`src/rtl/isdu_ctrl.sv`:
```
// rtl/isdu_ctrl.sv - Moore instruction-sequencing FSM (fetch/decode/branch/jump).
// Optional PAUSE instruction (opcode 1101) enabled by defining ISDU_PAUSE_EN.
module isdu_ctrl (
    input  logic       Clk,
    input  logic       Reset,
    input  logic       Run,
    input  logic       Continue,
    input  logic [3:0] Opcode,
    input  logic       BEN,
    output logic       LD_IR,
    output logic       LD_MDR,
    output logic       LD_MAR,
    output logic       LD_PC,
    output logic       GatePC,
    output logic       GateMDR,
    output logic       GateALU,
    output logic       GateMARMUX,
    output logic [1:0] PCMUX,
    output logic       Mem_OE,
    output logic       Mem_WE,
    output logic [3:0] State_Dbg
);

    typedef enum logic [3:0] {
        HALTED  = 4'd0,
        S_18    = 4'd1,
        S_33_1  = 4'd2,
        S_33_2  = 4'd3,
        S_33_3  = 4'd4,
        S_35    = 4'd5,
        S_32    = 4'd6,
        S_00    = 4'd7,
        S_22    = 4'd8,
`ifdef ISDU_PAUSE_EN
        S_12    = 4'd9,
        PAUSE_1 = 4'd10,
        PAUSE_2 = 4'd11
`else
        S_12    = 4'd9
`endif
    } state_t;

    state_t state_q;
    state_t state_d;

`ifndef ISDU_PAUSE_EN
    logic unused_continue;
    assign unused_continue = Continue;
`endif

    always_ff @(posedge Clk or posedge Reset) begin
        if (Reset) begin
            state_q <= HALTED;
        end else begin
            state_q <= state_d;
        end
    end

    always_comb begin
        state_d = HALTED;
        unique case (state_q)
            HALTED:  state_d = Run ? S_18 : HALTED;
            S_18:    state_d = S_33_1;
            S_33_1:  state_d = S_33_2;
            S_33_2:  state_d = S_33_3;
            S_33_3:  state_d = S_35;
            S_35:    state_d = S_32;
            S_32: begin
                case (Opcode)
                    4'b0000: state_d = S_00;
                    4'b1100: state_d = S_12;
`ifdef ISDU_PAUSE_EN
                    4'b1101: state_d = PAUSE_1;
`endif
                    default: state_d = S_18;
                endcase
            end
            S_00:    state_d = BEN ? S_22 : S_18;
            S_22:    state_d = S_18;
            S_12:    state_d = S_18;
`ifdef ISDU_PAUSE_EN
            PAUSE_1: state_d = Continue ? PAUSE_2 : PAUSE_1;
            PAUSE_2: state_d = Continue ? PAUSE_2 : S_18;
`endif
            // Any encoding outside the enumerated set recovers to HALTED.
            default: state_d = HALTED;
        endcase
    end

    always_comb begin
        LD_IR      = 1'b0;
        LD_MDR     = 1'b0;
        LD_MAR     = 1'b0;
        LD_PC      = 1'b0;
        GatePC     = 1'b0;
        GateMDR    = 1'b0;
        GateALU    = 1'b0;
        GateMARMUX = 1'b0;
        PCMUX      = 2'b00;
        Mem_OE     = 1'b1;
        Mem_WE     = 1'b1;
        case (state_q)
            S_18: begin
                GatePC = 1'b1;
                LD_MAR = 1'b1;
                LD_PC  = 1'b1;
                PCMUX  = 2'b00;
            end
            S_33_1, S_33_2: Mem_OE = 1'b0;
            S_33_3: begin
                Mem_OE = 1'b0;
                LD_MDR = 1'b1;
            end
            S_35: begin
                GateMDR = 1'b1;
                LD_IR   = 1'b1;
            end
            S_22: begin
                LD_PC = 1'b1;
                PCMUX = 2'b10;
            end
            S_12: begin
                GateALU = 1'b1;
                LD_PC   = 1'b1;
                PCMUX   = 2'b01;
            end
            default: ;
        endcase
    end

    assign State_Dbg = state_q;

endmodule
```
`config.mk`:
```
export PLATFORM = sky130hd
export DESIGN_NAME = isdu_ctrl
export DESIGN_NICKNAME = d
export VERILOG_FILES = /design/src/rtl/isdu_ctrl.sv
export SDC_FILE = /design/constraint.sdc
export NUM_CORES = 1
export LEC_CHECK = 0
export ABC_AREA = 0
export BUFFER_PORTS_ARGS = -buffer_cell sky130_fd_sc_hd__buf_4
export CORE_AREA = 2 2 39 41
export CTS_CLUSTER_DIAMETER = 80
export DETAILED_ROUTE_END_ITERATION = 6
export DIE_AREA = 0 0 41 43
export PLACE_DENSITY_LB_ADDON = 0.05
export REMOVE_ABC_BUFFERS = 1
export SLEW_MARGIN = 20
export SYNTH_ARGS = -nofsm -noshare
export SYNTH_HDL_FRONTEND = slang
export SYNTH_SLANG_ARGS = --single-unit
```
`constraint.sdc`:
```
create_clock -name Clk -period 2.46 [get_ports Clk]
set_input_delay 0.369 -clock Clk [delete_from_list [all_inputs] [get_ports Clk]]
set_output_delay 0.369 -clock Clk [all_outputs]
set_load 0.01 [all_outputs]
```
Word-level counts from Yosys, hierarchy flattened:

Cells that the tools add are included.

* eq/ne operators: 10
* muxes and demuxes: 11
* reductions and logical operators: 5

Operators by type and width (number)
* $pmux W4 S9: 1
* $eq A4 B3 Y1 const B: 4
* $eq A4 B4 Y1 const B: 3
* $eq A4 B2 Y1 const B: 2
* $logic_not A4 Y1: 2
* $pmux W4 S2: 1
* $mux W1: 7
* $reduce_or A3 Y1: 2
* $eq A4 B1 Y1 const B: 1
* $mux W4: 1
* $pmux W2 S2: 1
* $reduce_or A2 Y1: 1

* register bits after elaboration: 4
* input bits: 9

Logic depth before layout (Yosys ltp):

Gate-level depths: netlist of the first run.

* word-level depth: 3
* mapped depth: 5

Worst setup path after synthesis of the first run:

OpenSTA, ideal clock, no wires.

* kind: register -> output
* start: register state_q[1], in the netlist State_Dbg[1]
* end: output port LD_MAR
* arrival time: 1.144 ns
* required time: 2.091 ns
* slack: 0.947 ns
* stages on the path, launching flop included: 4
* path through: dfrtp_1 nand2b_1 nor3_1 buf_4

* longest elaborated chain between the ends: 2

RTL lines
* start, declared: RTL line 43 `state_t state_q;`
* start signal, assigned: RTL line 55 `state_q <= state_d;`
* $eq A4 B1 Y1
* $mux W1
* end, declared: RTL line 12 `output logic LD_MAR,`

No other way between the ends.

Worst setup path after layout of the first run:

* start: register state_q[1], in the netlist State_Dbg[1]
* end: output port LD_MAR

* longest elaborated chain between the ends: 2

RTL lines
* $eq A4 B1 Y1: RTL line 102 `case (state_q)`
* $mux W1: RTL line 102

No other way between the ends.

==> impl_metrics.json, run 1 <==
{
  "status": "finished clean",
  "wl_per_cell_um": 9.91,
  "clk_latency_ps": 230,
  "wirelength_um": 803,
  "seq_area_sq_um": 100,
  "die_h_um": 43,
  "clk_pin_slew_worst_paths_ps": 40,
  "synth.distinct_cells": 22,
  "fin_cells": 81,
  "cts_hold_buf": 0,
  "stdcell_area_sq_um": 500,
  "cp_data_arrival_time_ps": 1430,
  "synth_area_sq_um": 369,
  "syn_to_final_growth_pct": 35.6,
  "numCtsBuffers": 3,
  "finClkSkew_ps": 0.281,
  "post_cts_buffers": 0,
  "drc": 0,
  "total_power_w": 0.000574,
  "fin_setup_tns_ps": 0,
  "mostFrequentLayoutCell": "buf_4",
  "fmax_mhz": 557,
  "die_area_sq_mm": 0.00176,
  "fin_nets": 76,
  "report.final.slew_viol_count": 0,
  "period_share_pct": 72.9,
  "crit_path_top_delay_cell": "dfrtp_1",
  "hpwlAfterDp_um": 593,
  "grt_pass1_vias": 306,
  "power_frac_clock_pct": 14.3,
  "post-route-min-period_ps": 1790,
  "cts_buffer_depth": 2,
  "critPathCaptureType": "primary output",
  "cp_num_buf_inv": 1,
  "cts.sinks": 4,
  "hp-class": "in -> async",
  "p_switching_w": 0.000252,
  "num-fill-cells": 157,
  "antenna_found_initial": 0,
  "ant_nets": 0,
  "seqPwrFrac_pct": 31.0,
  "syn_avg_cell_area_sq_um": 7.38,
  "ys_warn_count": 0,
  "cp.required_ps": 2090,
  "grt_remaining_overflow": 0,
  "drv_cap": 0,
  "path_cells": "nand2b_1, nor3_1, buf_4",
  "htreeDepth": 1,
  "gp_congestion": 0.637,
  "dp_cells": 78,
  "grt_pass1_wl_um": 1270,
  "crit_family": "flip-flops",
  "cts_resized": 0,
  "multiInputGateArea_sq_um": 189,
  "grt_usage_pct": 11.4,
  "power_density_mw_per_mm2": 1150,
  "ir_drop_uv": 301,
  "io_pins": 25,
  "cp_max_fo": 15,
  "drtIter0Drc": 8,
  "cts_root_buf": "clkbuf_4",
  "grt_max_degree": 16,
  "cts_tree": "yes",
  "synth.ff_latch_count": 4,
  "largest_reg_flops": 4,
  "comb_power_share_pct": 54.7,
  "drive_gt1_share_pct": 41.5,
  "leakagePower_nw": 0.245,
  "hold_viol_final": 0,
  "power.internal_w": 0.000322,
  "portBuffers": 21,
  "crit_path_start_kind": "register",
  "diodes": 0,
  "rsz0062_at_grt": "false",
  "synth-seq-area-share_pct": 27.1,
  "viasPerCell": 4.52,
  "vias": 366,
  "row_count": 14,
  "fp.dieW_um": 41,
  "switching_share_pct": 43.9,
  "initial_utilization_pct": 26.7,
  "firstDrtPassIters": 4,
  "slowest_delay_ps": 520,
  "coreArea_sq_mm": 0.00138,
  "netlist_instances": 50,
  "critPathKind": "reg -> out",
  "final_cell_mix": "buf_4 (21), nor2_1 (8), nor3_1 (5)",
  "placed_area_sq_um": 478,
  "setup_viol": 0
}
routing by layer:
metal / GRT usage (%) / wire length (um)
met1: 14.9 / 347
met2: 13.4 / 420
met5: 0 / 0
met3: 4.71 / 35
met4: 10.0 / 0
layout make-up:
type	count	share of cell area [%]
clock buffer	3	4.50
inverter	3	2.25
multi-input combinational	34	37.7
sequential	4	20.0
tap	16	4.00
timing repair buffer	21	31.5
power groups by stage:
stage / Clock, W / Combinational (W) / Sequential, W
2_1_floorplan: 0 / 0.000165 / 0.000172
3_3_place_gp: 0 / 0.000322 / 0.000183
3_5_place_dp: 0 / 0.000320 / 0.000182
4_1_cts: 0.0000866 / 0.000321 / 0.000182
5_1_grt: 0.0000934 / 0.000346 / 0.000190
6_report: 0.0000822 / 0.000314 / 0.000178
worst register-to-register path, delay by kind of cell, from the launching register on:
family / cells / cell delay, ps
simple gates: 1 / 240
compound gates: 2 / 260
flops: 1 / 580
final timing paths:
path / from / to / slack [ps] / depth (start not counted)
max: State_Dbg[1]$_DFF_PP0_ / LD_MAR / 670 / 3
min: Reset / State_Dbg[2]$_DFF_PP0_ / 20 / 2
max reg2reg: State_Dbg[1]$_DFF_PP0_ / State_Dbg[1]$_DFF_PP0_ / 1250 / 3
min reg2reg: State_Dbg[3]$_DFF_PP0_ / State_Dbg[1]$_DFF_PP0_ / 700 / 1
max in group asynchronous: Reset / State_Dbg[3]$_DFF_PP0_ / 2290 / 2
min in group Clk: Opcode[3] / State_Dbg[3]$_DFF_PP0_ / 380 / 3
through the flow:
| step | hold slack [ps] | worst slack [ps] | util (%) |
|---|---|---|---|
| 4_1_cts | 18.3 | 631 | 36.2 |
| 2_1_floorplan | 135 | 873 | - |
| 3_3_place_gp | 267 | 897 | 34.5 |
| 5_1_grt | 33.6 | 510 | 36.2 |
| 3_5_place_dp | 271 | 887 | 34.5 |
| 6_report | 22.4 | 666 | 36.2 |
cells in the mapped netlist:
| cell type | instances | area, sq um |
|---|---|---|
| nor3_4 | 1 | 16.3 |
| nor2_1 | 8 | 30.0 |
| nor2b_2 | 1 | 8.76 |
| nand4_1 | 2 | 12.5 |
| nand2b_1 | 2 | 12.5 |
| o32ai_1 | 1 | 8.76 |
| nor3_1 | 5 | 25.0 |
| a31o_1 | 1 | 8.76 |
| inv_1 | 2 | 7.51 |
| dfrtp_1 | 4 | 100 |
| o21ai_1 | 3 | 15.0 |
| buf_4 | 7 | 52.6 |
| o21ai_0 | 1 | 5.00 |
| nor2b_1 | 1 | 6.26 |
| inv_2 | 1 | 3.75 |
| buf_2 | 1 | 5.00 |
| nand2_1 | 3 | 11.3 |
| nand3_1 | 1 | 5.00 |
| a32oi_1 | 1 | 8.76 |
| a21boi_1 | 1 | 7.51 |
| buf_6 | 1 | 11.3 |
| conb_1 | 2 | 7.51 |
cell families after synthesis:
| kind of cell | count (synthesis) | share of synthesized area [%] |
|---|---|---|
| other cells | 2 | 2.03 |
| compound gates | 8 | 14.6 |
| flops | 4 | 27.1 |
| buf+inv | 12 | 21.7 |
| simple gates | 24 | 34.6 |
(Power assumes the default switching activity.)
==> run 2: changes to the inputs <==
Settings changed: ABC_AREA 0 to 1.
Clock period 2.46 ns to 1.4 ns, I/O delays scaled along.
==> run 2 against run 1 <==
Effect of this change:
- sequential share of layout area is 4.4 points lower
- combinational power increased to 3.0 times the previous value
- first-iteration DRC count down 25%
- the run now ends with negative setup slack left
- worst setup slack worse by 700 ps
- sequential power grew 39%
- synthesized cell count grew 16%
- clock skew increased by 0.64 ps
==> impl_metrics.json, run 2 <==
{
  "status": "complete, but fails checks",
  "die_h_um": 43,
  "coreArea_sq_mm": 0.00138,
  "synth.ff_latch_count": 4,
  "finalWorstSetupSlack_ps": -37.3,
  "clk_pin_slew_worst_paths_ps": 40,
  "drtIter0Drc": 6,
  "grt_pass1_vias": 354,
  "holdWs_ps": 234,
  "cts.sinks": 4,
  "htreeDepth": 1,
  "hp-class": "in -> reg",
  "antenna_found_initial": 0,
  "synth_area_sq_um": 358,
  "grt_usage_pct": 13.0,
  "hold_viol_final": 0,
  "synth_most_common_cell": "nor2_1",
  "critPathCaptureType": "primary output",
  "dp_cells": 90,
  "fin_cells": 104,
  "hpwlAfterDp_um": 753,
  "die_area_sq_mm": 0.00176,
  "synth_top_cell_by_area": "dfrtp_1",
  "portBuffers": 21,
  "rsz0062_at_grt": "true",
  "viasPerCell": 4.18,
  "firstDrtPassIters": 3,
  "fin_nets": 99,
  "fmax_mhz": 696,
  "r2r_slack_ps": 230,
  "postLayoutCoreUtil_pct": 48.1,
  "violations": "negative setup slack",
  "diodes": 0,
  "initial_utilization_pct": 25.9,
  "critPathKind": "reg -> out",
  "synth_edf_count": 0,
  "clk_latency_ps": 230,
  "setup_viol": 4,
  "power_density_mw_per_mm2": 1990,
  "cts_tree": "yes",
  "leakagePower_nw": 0.381,
  "wl_per_cell_um": 9.84,
  "cp_data_arrival_time_ps": 1230,
  "crit_path_start_kind": "register",
  "period_share_pct": 103,
  "rr_worst_depth": 6,
  "ys_warn_count": 0,
  "cp_max_fo": 5,
  "yosys-top-cells-count": "nor2_1 (12), inv_1 (9), nand2_1 (9), nand3_1 (9), buf_4 (5)",
  "cts_root_buf": "clkbuf_4",
  "grt_remaining_overflow": 0,
  "ys.flop_type": "dfrtp_1",
  "grt_pass1_wl_um": 1490,
  "fin_setup_tns_ps": -114,
  "mostFrequentLayoutCell": "buf_4",
  "whs_endpoint": "State_Dbg[3]$_DFF_PP0_",
  "vias": 435,
  "drc": 0,
  "wirelength_um": 1020,
  "numCtsBuffers": 3,
  "pre_cts_slack_ps": 107,
  "report.final.slew_viol_count": 0,
  "hold_depth": 3,
  "fp.dieW_um": 41,
  "ant_nets": 0,
  "syn_avg_cell_area_sq_um": 6.17,
  "netlist_instances": 58,
  "cts_buffer_depth": 2,
  "gp_congestion": 0.678,
  "synth-seq-area-share_pct": 28.0,
  "ir_drop_uv": 870,
  "async_flop_share_pct": 100,
  "drv_cap": 0,
  "largest_reg_flops": 4,
  "timing.rr.end": "State_Dbg[2]$_DFF_PP0_",
  "row_count": 14,
  "synth_area_leaders": "dfrtp_1 (28%), nand3_1 (13%), nor2_1 (13%), buf_4 (10%), inv_1 (9.4%)",
  "synth.distinct_cells": 12,
  "post-route-min-period_ps": 1440,
  "final_cell_mix": "buf_4 (29), nand2_1 (9), nor2_1 (9)",
  "drive_gt1_share_pct": 60.2,
  "cp.required_ps": 1190,
  "rr_startpoint": "State_Dbg[3]$_DFF_PP0_",
  "syn_to_final_growth_pct": 86.0,
  "grt_max_degree": 7,
  "synth_top_cell_area_share_pct": 28.0,
  "hp-start": "BEN",
  "finClkSkew_ps": 0.923,
  "io_pins": 25
}
run 2: worst max-delay path by stage:
stage | from | endpoint | slack (ps) | depth (start not counted)
after floorplan | State_Dbg[1]$_DFF_PP0_ | LD_PC | 50 | 5
after global placement | State_Dbg[3]$_DFF_PP0_ | LD_PC | 100 | 6
after detailed placement | State_Dbg[3]$_DFF_PP0_ | LD_PC | 110 | 6
after CTS | State_Dbg[2]$_DFF_PP0_ | LD_PC | -50 | 6
after global routing | State_Dbg[1]$_DFF_PP0_ | LD_PC | -150 | 6
final | State_Dbg[2]$_DFF_PP0_ | LD_PC | -40 | 6
run 2: power breakdown:
part,internal (W),total [W],switching [W]
clock,0.0000956,0.000138,0.0000423
combinational,0.000475,0.000939,0.000465
sequential,0.000167,0.000247,0.0000806
run 2: critical path, cell delays in order (launching register included):
cell and delay, ps:
dfrtp_2 460, nor2_4 140, inv_2 70, nor2_4 110
nor2_1 60, nand2_1 70, buf_6 100
run 2: kinds of logic (layout without fill, tap and decap cells):
group / count (synthesis) / count (layout) / synth area share (%)
AND/OR/NAND/NOR: 37 / 37 / 49.0
flip-flops: 4 / 4 / 28.0
other: 2 / 2 / 2.10
buffers and inverters: 15 / 45 / 21.0
run 2: metal layers:
layer,routed length [um],vias up,global-route usage [%]
li1,-,230,-
met1,401,191,15.6
met2,555,14,18.8
met3,66,0,3.14
met4,0,0,10.0
met5,0,-,0
run 2: layout make-up:
| type | count | area (sq um) |
|---|---|---|
| Clock buffer | 3 | 22.5 |
| Fill cell | 152 | 718 |
| Inverter | 10 | 37.5 |
| Multi-Input combinational cell | 39 | 231 |
| Sequential cell | 4 | 104 |
| Tap cell | 16 | 20.0 |
| Timing Repair Buffer | 32 | 250 |
run 2: stage by stage:
stage,area (sq um),power (W)
final,666,0.00132
after global routing,666,0.00145
after CTS,606,0.00119
after detailed placement,498,0.000884
after global placement,498,0.000893
after floorplan,320,0.000594
run 2: repair_timing:
item	CTS	global route
resized for setup	13	7
hold buffers	1	0
hold endpoints to repair	4	0
pin swaps	2	1
endpoints found under the setup margin	9	10
buffers inserted	5	5
